[src/rtl/scp_containment_fsm.sv]
// scp_containment_fsm: escalating containment alarm FSM driven by one-hot green/yellow/red operator inputs
module scp_containment_fsm #(
  parameter int TIMER_W      = 6,
  parameter int LEVELS       = 3,
  parameter int INIT_DWELL   = 35,
  parameter int DWELL        = 20,
  parameter int COOL         = 8,
  parameter int LOCK_RELEASE = 16
) (
  input  logic               clock,
  input  logic               reset,
  input  logic               green,
  input  logic               yellow,
  input  logic               red,
  output logic [2:0]         state,
  output logic [2:0]         level,
  output logic [LEVELS-1:0]  alarm,
  output logic               cheat_out,
  output logic [TIMER_W-1:0] timer
);
  localparam int TMAX = (1 << TIMER_W) - 1;
  if (TIMER_W < 1 || TIMER_W > 30 || LEVELS < 1 || LEVELS > 7 ||
      INIT_DWELL < 1 || INIT_DWELL > TMAX || DWELL < 1 || DWELL > TMAX ||
      COOL < 1 || COOL > TMAX || LOCK_RELEASE < 1 || LOCK_RELEASE > TMAX) begin : g_bad_params
    $error("scp_containment_fsm: parameter out of range");
  end
  typedef enum logic [2:0] {SAFE, ARMED, ALERT, COOLDOWN, LOCKDOWN, CHEAT} state_t;
  localparam logic [2:0]         LMAX   = 3'(LEVELS);
  localparam logic [TIMER_W-1:0] T_INIT = TIMER_W'(INIT_DWELL - 1);
  localparam logic [TIMER_W-1:0] T_DWL  = TIMER_W'(DWELL - 1);
  localparam logic [TIMER_W-1:0] T_COOL = TIMER_W'(COOL - 1);
  localparam logic [TIMER_W-1:0] T_LOCK = TIMER_W'(LOCK_RELEASE - 1);
  state_t             state_q, state_d, esc_state;
  logic [2:0]         level_q, level_d, esc_level;
  logic [TIMER_W-1:0] timer_q, timer_d, tinc;
  logic               cheat_q, cheat_d, one_hot, multi;
  always_ff @(posedge clock) begin
    if (reset) begin
      state_q <= SAFE;
      level_q <= '0;
      timer_q <= '0;
      cheat_q <= 1'b0;
    end else begin
      state_q <= state_d;
      level_q <= level_d;
      timer_q <= timer_d;
      cheat_q <= cheat_d;
    end
  end
  // escalation saturates into LOCKDOWN once the top level is already reached
  always_comb begin
    one_hot   = (3'(green) + 3'(yellow) + 3'(red)) == 3'd1;
    multi     = (3'(green) + 3'(yellow) + 3'(red)) > 3'd1;
    tinc      = (timer_q == '1) ? timer_q : timer_q + 1'b1;
    esc_state = (level_q == LMAX) ? LOCKDOWN : ALERT;
    esc_level = (level_q == LMAX) ? LMAX : level_q + 3'd1;
    state_d   = state_q;
    level_d   = level_q;
    timer_d   = timer_q;
    cheat_d   = cheat_q;
    if (state_q > CHEAT) begin
      state_d = SAFE;
      level_d = '0;
      timer_d = '0;
      cheat_d = 1'b0;
    end else if (multi) begin
      state_d = CHEAT;
      level_d = LMAX;
      timer_d = '0;
      cheat_d = 1'b1;
    end else if (one_hot) begin
      case (state_q)
        SAFE: begin
          state_d = red ? ALERT : (green && timer_q == T_INIT) ? ARMED : SAFE;
          level_d = red ? 3'd1 : 3'd0;
          timer_d = (red || yellow || timer_q == T_INIT) ? '0 : tinc;
        end
        ARMED: begin
          state_d = (red || timer_q == T_DWL) && !yellow ? ALERT : yellow ? SAFE : ARMED;
          level_d = (state_d == ALERT) ? 3'd1 : 3'd0;
          timer_d = (state_d == ARMED) ? tinc : '0;
        end
        ALERT: begin
          state_d = yellow ? COOLDOWN : (red || timer_q == T_DWL) ? esc_state : ALERT;
          level_d = (red || (green && timer_q == T_DWL)) ? esc_level : level_q;
          timer_d = (green && timer_q != T_DWL) ? tinc : '0;
        end
        COOLDOWN: begin
          state_d = red ? esc_state : green ? ALERT :
                    (timer_q == T_COOL && level_q == 3'd1) ? SAFE : COOLDOWN;
          level_d = red ? esc_level : (yellow && timer_q == T_COOL) ? level_q - 3'd1 : level_q;
          timer_d = (yellow && timer_q != T_COOL) ? tinc : '0;
        end
        LOCKDOWN: begin
          state_d = (yellow && timer_q == T_LOCK) ? COOLDOWN : LOCKDOWN;
          level_d = LMAX;
          timer_d = (yellow && timer_q != T_LOCK) ? tinc : '0;
        end
        default: ;
      endcase
    end
  end
  for (genvar i = 0; i < LEVELS; i++) begin : g_alarm
    assign alarm[i] = level_q > 3'(i);
  end
  assign state     = state_q;
  assign level     = level_q;
  assign timer     = timer_q;
  assign cheat_out = cheat_q;
endmodule

[config.mk]
export PLATFORM = sky130hd
export DESIGN_NAME = scp_containment_fsm
export DESIGN_NICKNAME = d
export VERILOG_FILES = /design/src/rtl/scp_containment_fsm.sv
export SDC_FILE = /design/constraint.sdc
export NUM_CORES = 1
export LEC_CHECK = 0
export ABC_AREA = 1
export BUFFER_PORTS_ARGS = -buffer_cell sky130_fd_sc_hd__buf_2
export CAP_MARGIN = 20
export CORE_MARGIN = 5
export CORE_UTILIZATION = 40
export DETAILED_ROUTE_END_ITERATION = 8
export GPL_ROUTABILITY_DRIVEN = 1
export HOLD_SLACK_MARGIN = 0.02
export SYNTH_ARGS = -nofsm -noshare
export SYNTH_HDL_FRONTEND = slang
export SYNTH_SLANG_ARGS = --single-unit
[constraint.sdc]
create_clock -name clock -period 4.1 [get_ports clock]
set_clock_uncertainty 0.05 [all_clocks]
set_input_delay 0.41 -clock clock [delete_from_list [all_inputs] [get_ports clock]]
set_output_delay 0.41 -clock clock [all_outputs]
set_load 0.01 [all_outputs]
Word-level counts from Yosys, hierarchy flattened
Index checks and enable logic that the tools add are counted.
{ "word_totals": {"reg_bits": 13, "input_bits": 5} }
{ "classes": {"add_sub_neg": 5, "order_cmp": 5, "n_eq_ne": 21, "mux": 30, "reduce_logical": 24} }
{ "ops": {"columns": ["cell", "count"], "rows": [
  ["$mux W6", 6],
  ["$mux W3", 11],
  ["$pmux W3 S5", 2],
  ["$pmux W6 S5", 1],
  ["$eq A6 B6 Y1 const B", 2],
  ["$mux W2", 6],
  ["$eq A3 B1 Y1 const B", 3],
  ["$eq A3 B2 Y1 const B", 3],
  ["$gt A3 B1 Y1 const B", 3],
  ["$logic_and A1 B1 Y1", 9],
  ["$reduce_and A4 Y1", 2],
  ["$add A6 B1 Y6 const B", 1],
  ["$eq A6 B3 Y1 const B", 1],
  ["$eq A6 B4 Y1 const B", 1],
  ["$eq A6 B5 Y1 const B", 1],
  ["$ne A3 B3 Y1 const B", 2],
  ["$ne A6 B3 Y1 const B", 1],
  ["$ne A6 B4 Y1 const B", 1],
  ["$ne A6 B5 Y1 const B", 1],
  ["$reduce_bool A6 Y1", 1],
  ["$reduce_bool A5 Y1", 1],
  ["$logic_or A1 B1 Y1", 4],
  ["$mux W1", 4],
  ["$ne A4 B4 Y1 const B", 1],
  ["other kinds (16)", 17]
]} }

Logic depth before layout (Yosys ltp)
Gate-level depths: netlist of run 1.
{ "depth": {"ltp_word": 9, "depth_mapped": 12, "depth_no_buf": 11} }

Least setup slack after synthesis of run 1
OpenSTA, ideal clock, no wires.
{ "synth_timing": {"path_type": "input to register", "from": "in red", "to": "reg timer_q[0], in the netlist timer[0]", "setup_time_ns": 0.070, "arrival_time_ns": 1.853, "path_slack_ns": 2.127, "cell_stages": 10, "path_buffers": 1, "cell_sequence": "clkbuf_2 -> inv_2 -> fa_1 -> nor2_2 -> nand2_4 -> a21oi_4 -> nor2_1 -> nor2_1 -> nand2_1 -> a21oi_1"} }
{ "synth_between": {"elab_chain_cells": 6, "elab_cells_between_ends": 14} }
{ "synth_lines": {"columns": ["item", "line_no", "rtl"], "rows": [
  ["start: declaration", "14", "input logic red,"],
  ["branches (longest 6 deep; another with $add A2 B1 Y3)", null, null],
  ["end signal: assignment", "46", "timer_q <= timer_d;"],
  ["end: declaration", "35", "logic [TIMER_W-1:0] timer_q, timer_d, tinc;"]
]} }
Several ways; the timed one is not identified.
A chain may end at the register's enable or synchronous reset.

Final worst setup path of run 1
{ "layout_timing": {"from": "in yellow", "to": "reg timer_q[2], in the netlist timer[2]"} }
{ "layout_between": {"elab_chain_cells": 6, "elab_cells_between_ends": 20} }
{ "layout_lines": {"columns": ["item", "line_no", "rtl"], "rows": [
  ["start: declaration", "13", "input logic yellow,"],
  ["branches (longest 6 deep; another with $add A2 B1 Y3)", null, null]
]} }
Several ways; the timed one is not identified.

==> results of run 1 <==
power by group:
group	switching, µW	total, µW	internal [µW]
combinational	107	165	58.1
clock	40.7	78.4	37.7
sequential	17.1	153	136
total	165	396	231
cell usage after synthesis:
cell      count  area share, %
dfxtp_1      13             20
clkinv_1      1           0.29
o21ai_0       5            2.0
inv_1        22            6.5
nand2_2       5            2.5
a21oi_1      15            5.9
nor2_2        5            2.5
inv_2         8            2.4
nand3_1      23            9.0
a21oi_2       1           0.69
buf_2         2           0.78
nand2_1      57             17
nand2_4       1           0.88
ha_1          7            6.9
o21ai_1       2           0.78
a31oi_1       1           0.49
nor3_1        3            1.2
nor2_4        2            1.8
fa_1          1            1.6
xnor2_1       1           0.69
nand4_1       6            2.9
nor2_1       33            9.7
o211ai_1      1           0.59
o21bai_1      1           0.59
a21oi_4       1            1.3
nand3_2       1           0.78
clkbuf_2      1           0.39
path summary, 6_finish.rpt:
check	to	slack [ns]	cells after the start
setup / recovery	timer[2]$_SDFFE_PP0P_	2.23	10
hold / removal	level[0]$_SDFFE_PP0P_	0.34	4
setup reg to reg	timer[4]$_SDFFE_PP0P_	2.31	7
hold reg to reg	cheat_out$_SDFFE_PP0P_	0.44	2
registers in the layout (all words and copies together), names as in the netlist:
register / cells
cheat_out: 1
level: 3
state: 3
timer: 6
metrics by stage:
stage | hold WS (ns) | std cells | utilization, % | power (µW) | setup slack (ns)
after global routing | 0.343 | 284 | 47.3 | 432 | 2.04
final | 0.337 | 284 | 47.3 | 396 | 2.23
after detailed placement | 0.424 | 280 | 46.4 | 320 | 1.96
after floorplan | 0.460 | 219 | - | 276 | 2.13
after CTS | 0.331 | 284 | 47.3 | 398 | 2.23
after global placement | 0.427 | 280 | 46.4 | 322 | 1.95
worst min-delay path, cell delays in order:
cell	delay, ns
buf_2	0.08
a21oi_2	0.04
nand2_1	0.06
nor2_1	0.03
logic make-up (layout without fill, tap and decap cells):
logic type,Yosys count,in the layout,share of synthesized area (%)
adders and majority gates,8,8,8.43
xor gates and xnor gates,1,1,0.686
and+or+nand+nor,136,136,47.9
DFF,13,13,20.4
AOI/OAI and AO/OA,27,27,12.3
buffers and inverters,34,55,10.3
area by class of cell:
type	count	area, µm²
clock buffer	4	26.3
fill	344	1610
inverter	31	116
multi-input combinational	172	885
sequential	13	260
tap	44	55.1
timing repair buffer	20	100
layer usage:
metal,vias up,share of wire (%),GRT usage (%)
met4,0,1.9,6.09
li1,751,-,-
met5,-,0,0
met2,30,43,23.9
met1,608,53,23.5
met3,8,2.3,1.01
cells in the final DEF, fill, tap and decap left out, drive strengths merged:
master	synthesis	routed
nand4	6	6
o21bai	1	1
a21oi	17	17
nand2	63	63
inv	30	30
ha	7	7
nand3	24	24
buf	2	20
clkinv	1	1
nor2	40	40
o21ai	7	7
dfxtp	13	13
fa	1	1
a31oi	1	1
xnor2	1	1
clkbuf	1	4
o211ai	1	1
nor3	3	3
==> results.yml, run 1 <==
timing:
  worstMarginPinSlew_ns: 0.388
  finalSetupViolations: 0
  totalNegativeSetupSlack_ns: 0
  report.final.hold_viol_count: 0
  min_period_over_period_pct: 45.6
  period_needed_ns: 1.87
  maxSlewViolCount: 0
  rsz0062_at_grt: "false"
  max_freq_mhz: 535
  maxSlewHeadroom_pct: 74.1
worst_setup_path:
  slowest_delay_ns: 0.50
  startpoint_type: "input port"
  crit_slowest_cell: "fa_1"
  crit_chain: "buf_2 > inv_1 > fa_1 > nor2_2 > nand2_4 > a21oi_4 > nand2_1 > nand2_1 > nand3_1 > a21oi_1"
  worst-path-max-fanout: 10
  critical_path_required_ns: 4.26
  r2r-start: "timer[0]$_SDFFE_PP0P_"
  end_kind: "register"
  cp_num_buf_inv: 2
  cpLargestDelayFamily: "simple AND/OR/NAND/NOR gates"
  crit_top_cell: "nand2_1"
  crit_type: "in2reg"
  crit_start: "yellow"
  cp.arrival_ns: 2.03
routing:
  num_vias: 1397
  drt_first_pass_iters: 4
  ant_nets: 0
  drtIter0Drc: 93
  drcViolationCount: 0
  vias_per_cell: 4.92
  wl_um: 3250
  avgRoutedWirePerCell_um: 11.4
clock_tree:
  clock_latency_ns: 0.27
  cts-resized-gates: 0
  cts-root-buf: "clkbuf_4"
  clk_transition_reported_paths_ns: 0.08
  numCtsBuffers: 3
  cts_tree: "built"
  post-cts-setup-buffers: 0
  numClockSinks: 13
  clockBufferDepth: 2
  htreeDepth: 1
  ctsHoldBuffers: 0
layout:
  fin_nets: 254
  drive_above_1_share_pct: 19.6
  area_growth_pct: 13.0
  fin_area_um2: 1440
  diodes: 0
logic_synthesis:
  yosysWarningCount: 0
  synth_seq_cells: 13
  synth_fp_nets: 232
  synth_area_per_cell_um2: 5.83
  syn_area_um2: 1280
  syn_inst: 219
  ys_types: 27
  synth_seq_area_share_pct: 20.4
place:
  gp_congestion: 0.873
  portBuffers: 20
  dp_hpwl_um: 2680
  post_dp_cell_area_um2: 1420
power:
  ir_drop_mv: 0.179
  powerDensity_nw_per_um2: 275
  leakagePower_uw: 0.000717
global_routing:
  track_usage_pct: 15.9
  grt-ovfl-total: 0
  grt_pass1_vias: 1226
  antenna_found_initial: 0
  grt_max_degree: 11
  grt_pass1_wl_um: 5520
flow_run:
  drv_cap: 0
floorplanning:
  io_pins: 21
  dieArea_um2: 4420
  core_um2: 3050
  die_x_um: 66.5
  rows: 20
  initial_core_util_pct: 41.8
  die-height_um: 66.5
status:
  status: "completed"
min_path:
  hold_path_class: "in2reg"
  min-delay-start: "reset"
Note: power is estimated with default switching activity, not from simulation.
==> run 2: changes to the inputs <==
- clock period: 4.1 -> 1.77 ns (I/O delays scaled with it)
==> results.yml, run 2 (synthesized netlist as in run 1, its figures left out) <==
layout:
  fin_nets: 270
  multi_input_area_um2: 887
  largest_reg_flops: 6
  diodes: 0
  final_common_cell: "nand2_1"
  instances_no_fill: 300
  mostFrequentLayoutCells: "nand2_1 (57), nor2_1 (33), nand3_1 (23)"
  area_growth_pct: 22.6
  fillerInstances: 350
  ff_latch_area_um2: 260
  drive_above_1_share_pct: 25.0
min_path:
  whs_path_depth: 4
  min-delay-start: "reset"
  holdPathEnd: "level[0]$_SDFFE_PP0P_"
  hold_path_class: "in2reg"
worst_setup_path:
  end_kind: "register"
  crit_type: "reg2reg"
  startpoint_type: "register"
  reg2regPathDepth: 10
  worst-path-max-fanout: 5
  r2r-start: "level[0]$_SDFFE_PP0P_"
  r2r-end: "level[0]$_SDFFE_PP0P_"
  critical_path_required_ns: 1.89
  cp.arrival_ns: 1.69
  crit_chain: "ha_1 > inv_1 > nor2_1 > buf_4 > o21ai_1 > nand2_1 > nor2_1 > nand4_1 > nor2_1 > nor2_1"
  crit_top_cell: "nor2_1"
  timing.reg2reg.setup_slack_ns: 0.20
  slowest_delay_ns: 0.36
  crit_slowest_cell: "dfxtp_1"
timing:
  max_freq_mhz: 637
  rsz0062_at_grt: "false"
  finalSetupViolations: 0
  maxSlewHeadroom_pct: 75.8
  worstMarginPinSlew_ns: 0.363
  report.final.hold_viol_count: 0
  maxSlewViolCount: 0
  min_period_over_period_pct: 88.7
  period_needed_ns: 1.57
floorplanning:
  core_um2: 3050
  rows: 20
  dieArea_um2: 4420
  io_pins: 21
  initial_core_util_pct: 41.8
  die_x_um: 66.5
  die-height_um: 66.5
routing:
  num_vias: 1436
  drcViolationCount: 0
  avgRoutedWirePerCell_um: 11.5
  wl_um: 3460
  ant_nets: 0
  drtIter0Drc: 87
  drt_first_pass_iters: 4
  vias_per_cell: 4.79
clock_tree:
  clockBufferDepth: 2
  clk_transition_reported_paths_ns: 0.07
  numCtsBuffers: 3
  htreeDepth: 1
  clock_latency_ns: 0.27
  numClockSinks: 13
  cts_tree: "built"
  cts-root-buf: "clkbuf_4"
global_routing:
  grt_pass1_wl_um: 5930
  grt_pass1_vias: 1300
  grt_max_degree: 10
  track_usage_pct: 17.0
  grt-ovfl-total: 0
  antenna_found_initial: 0
power:
  powerDensity_nw_per_um2: 621
  ir_drop_mv: 0.492
  p_total_uw: 972
  leakagePower_uw: 0.000793
place:
  gp_congestion: 0.898
  placedCellCount: 296
  dp_hpwl_um: 2900
  portBuffers: 20
status:
  status: "completed"
flow_run:
  drv_cap: 0
## run 2: cell count changes in the layout (fill, tap and decap cells not counted)
| cell | before | now |
|---|---|---|
| buf_4 | 0 | 16 |
| ha_1 | 7 | 6 |
| ha_2 | 0 | 1 |
## run 2: how the worst max path moves through the flow
stage                                startpoint               endpoint  slack, ns  depth (start not counted)
after global routing      timer[5]$_SDFFE_PP0P_  level[1]$_SDFFE_PP0P_       0.02                          8
after CTS                 timer[0]$_SDFFE_PP0P_  level[2]$_SDFFE_PP0P_       0.14                         10
final                     level[0]$_SDFFE_PP0P_  level[0]$_SDFFE_PP0P_       0.20                         10
after detailed placement                  green  timer[2]$_SDFFE_PP0P_      -0.01                         10
after global placement                    green  timer[2]$_SDFFE_PP0P_      0.001                         10
after floorplan                             red  timer[0]$_SDFFE_PP0P_       0.03                         10
## run 2: timing repair
item	in CTS	in global routing
hold buffers	0	0
resized for setup	0	1
setup endpoints to repair	0	4
buffers inserted	0	0
## run 2: per-layer routing
metal  vias to the layer above  part of all wire, %  global-route usage [%]
met5                         -                    0                       0
met4                         0                 0.81                    3.81
met3                         4                  2.3                    1.01
met2                        21                   46                    28.0
met1                       632                   51                    24.0
li1                        779                    -                       -
## run 2: through the flow
step,hold WS (ns),TNS [ns],setup slack (ns),util (%),instance area (µm²)
after floorplan,0.283,0,0.0304,-,1280
after global placement,0.389,0,0.00116,50.3,1540
after detailed placement,0.387,-0.0145,-0.0145,50.3,1540
after CTS,0.101,0,0.143,51.2,1560
after global routing,0.120,0,0.0161,51.3,1570
final,0.105,0,0.200,51.3,1570
## run 2: layout make-up
type	count	share of cell area, %
clock buffers	4	1.68
inverters	31	7.43
multi-input cells	172	56.7
flip-flops and latches	13	16.6
well taps	44	3.52
repair buffers	36	14.1
## run 2: where the power goes
group	internal [µW]	switching, µW
clock network	87.2	96.6
registers	314	32.0
logic	172	271
## run 2: worst max-delay path, delay by kind of cell, from the launching register on
kind                     cells  cell delay, ns
AO/OA/AOI/OAI                1            0.11
adder cells (fa/ha/maj)      1            0.23
buffers and inverters        2            0.21
flip-flops                   1            0.36
AND/OR/NAND/NOR              6            0.53
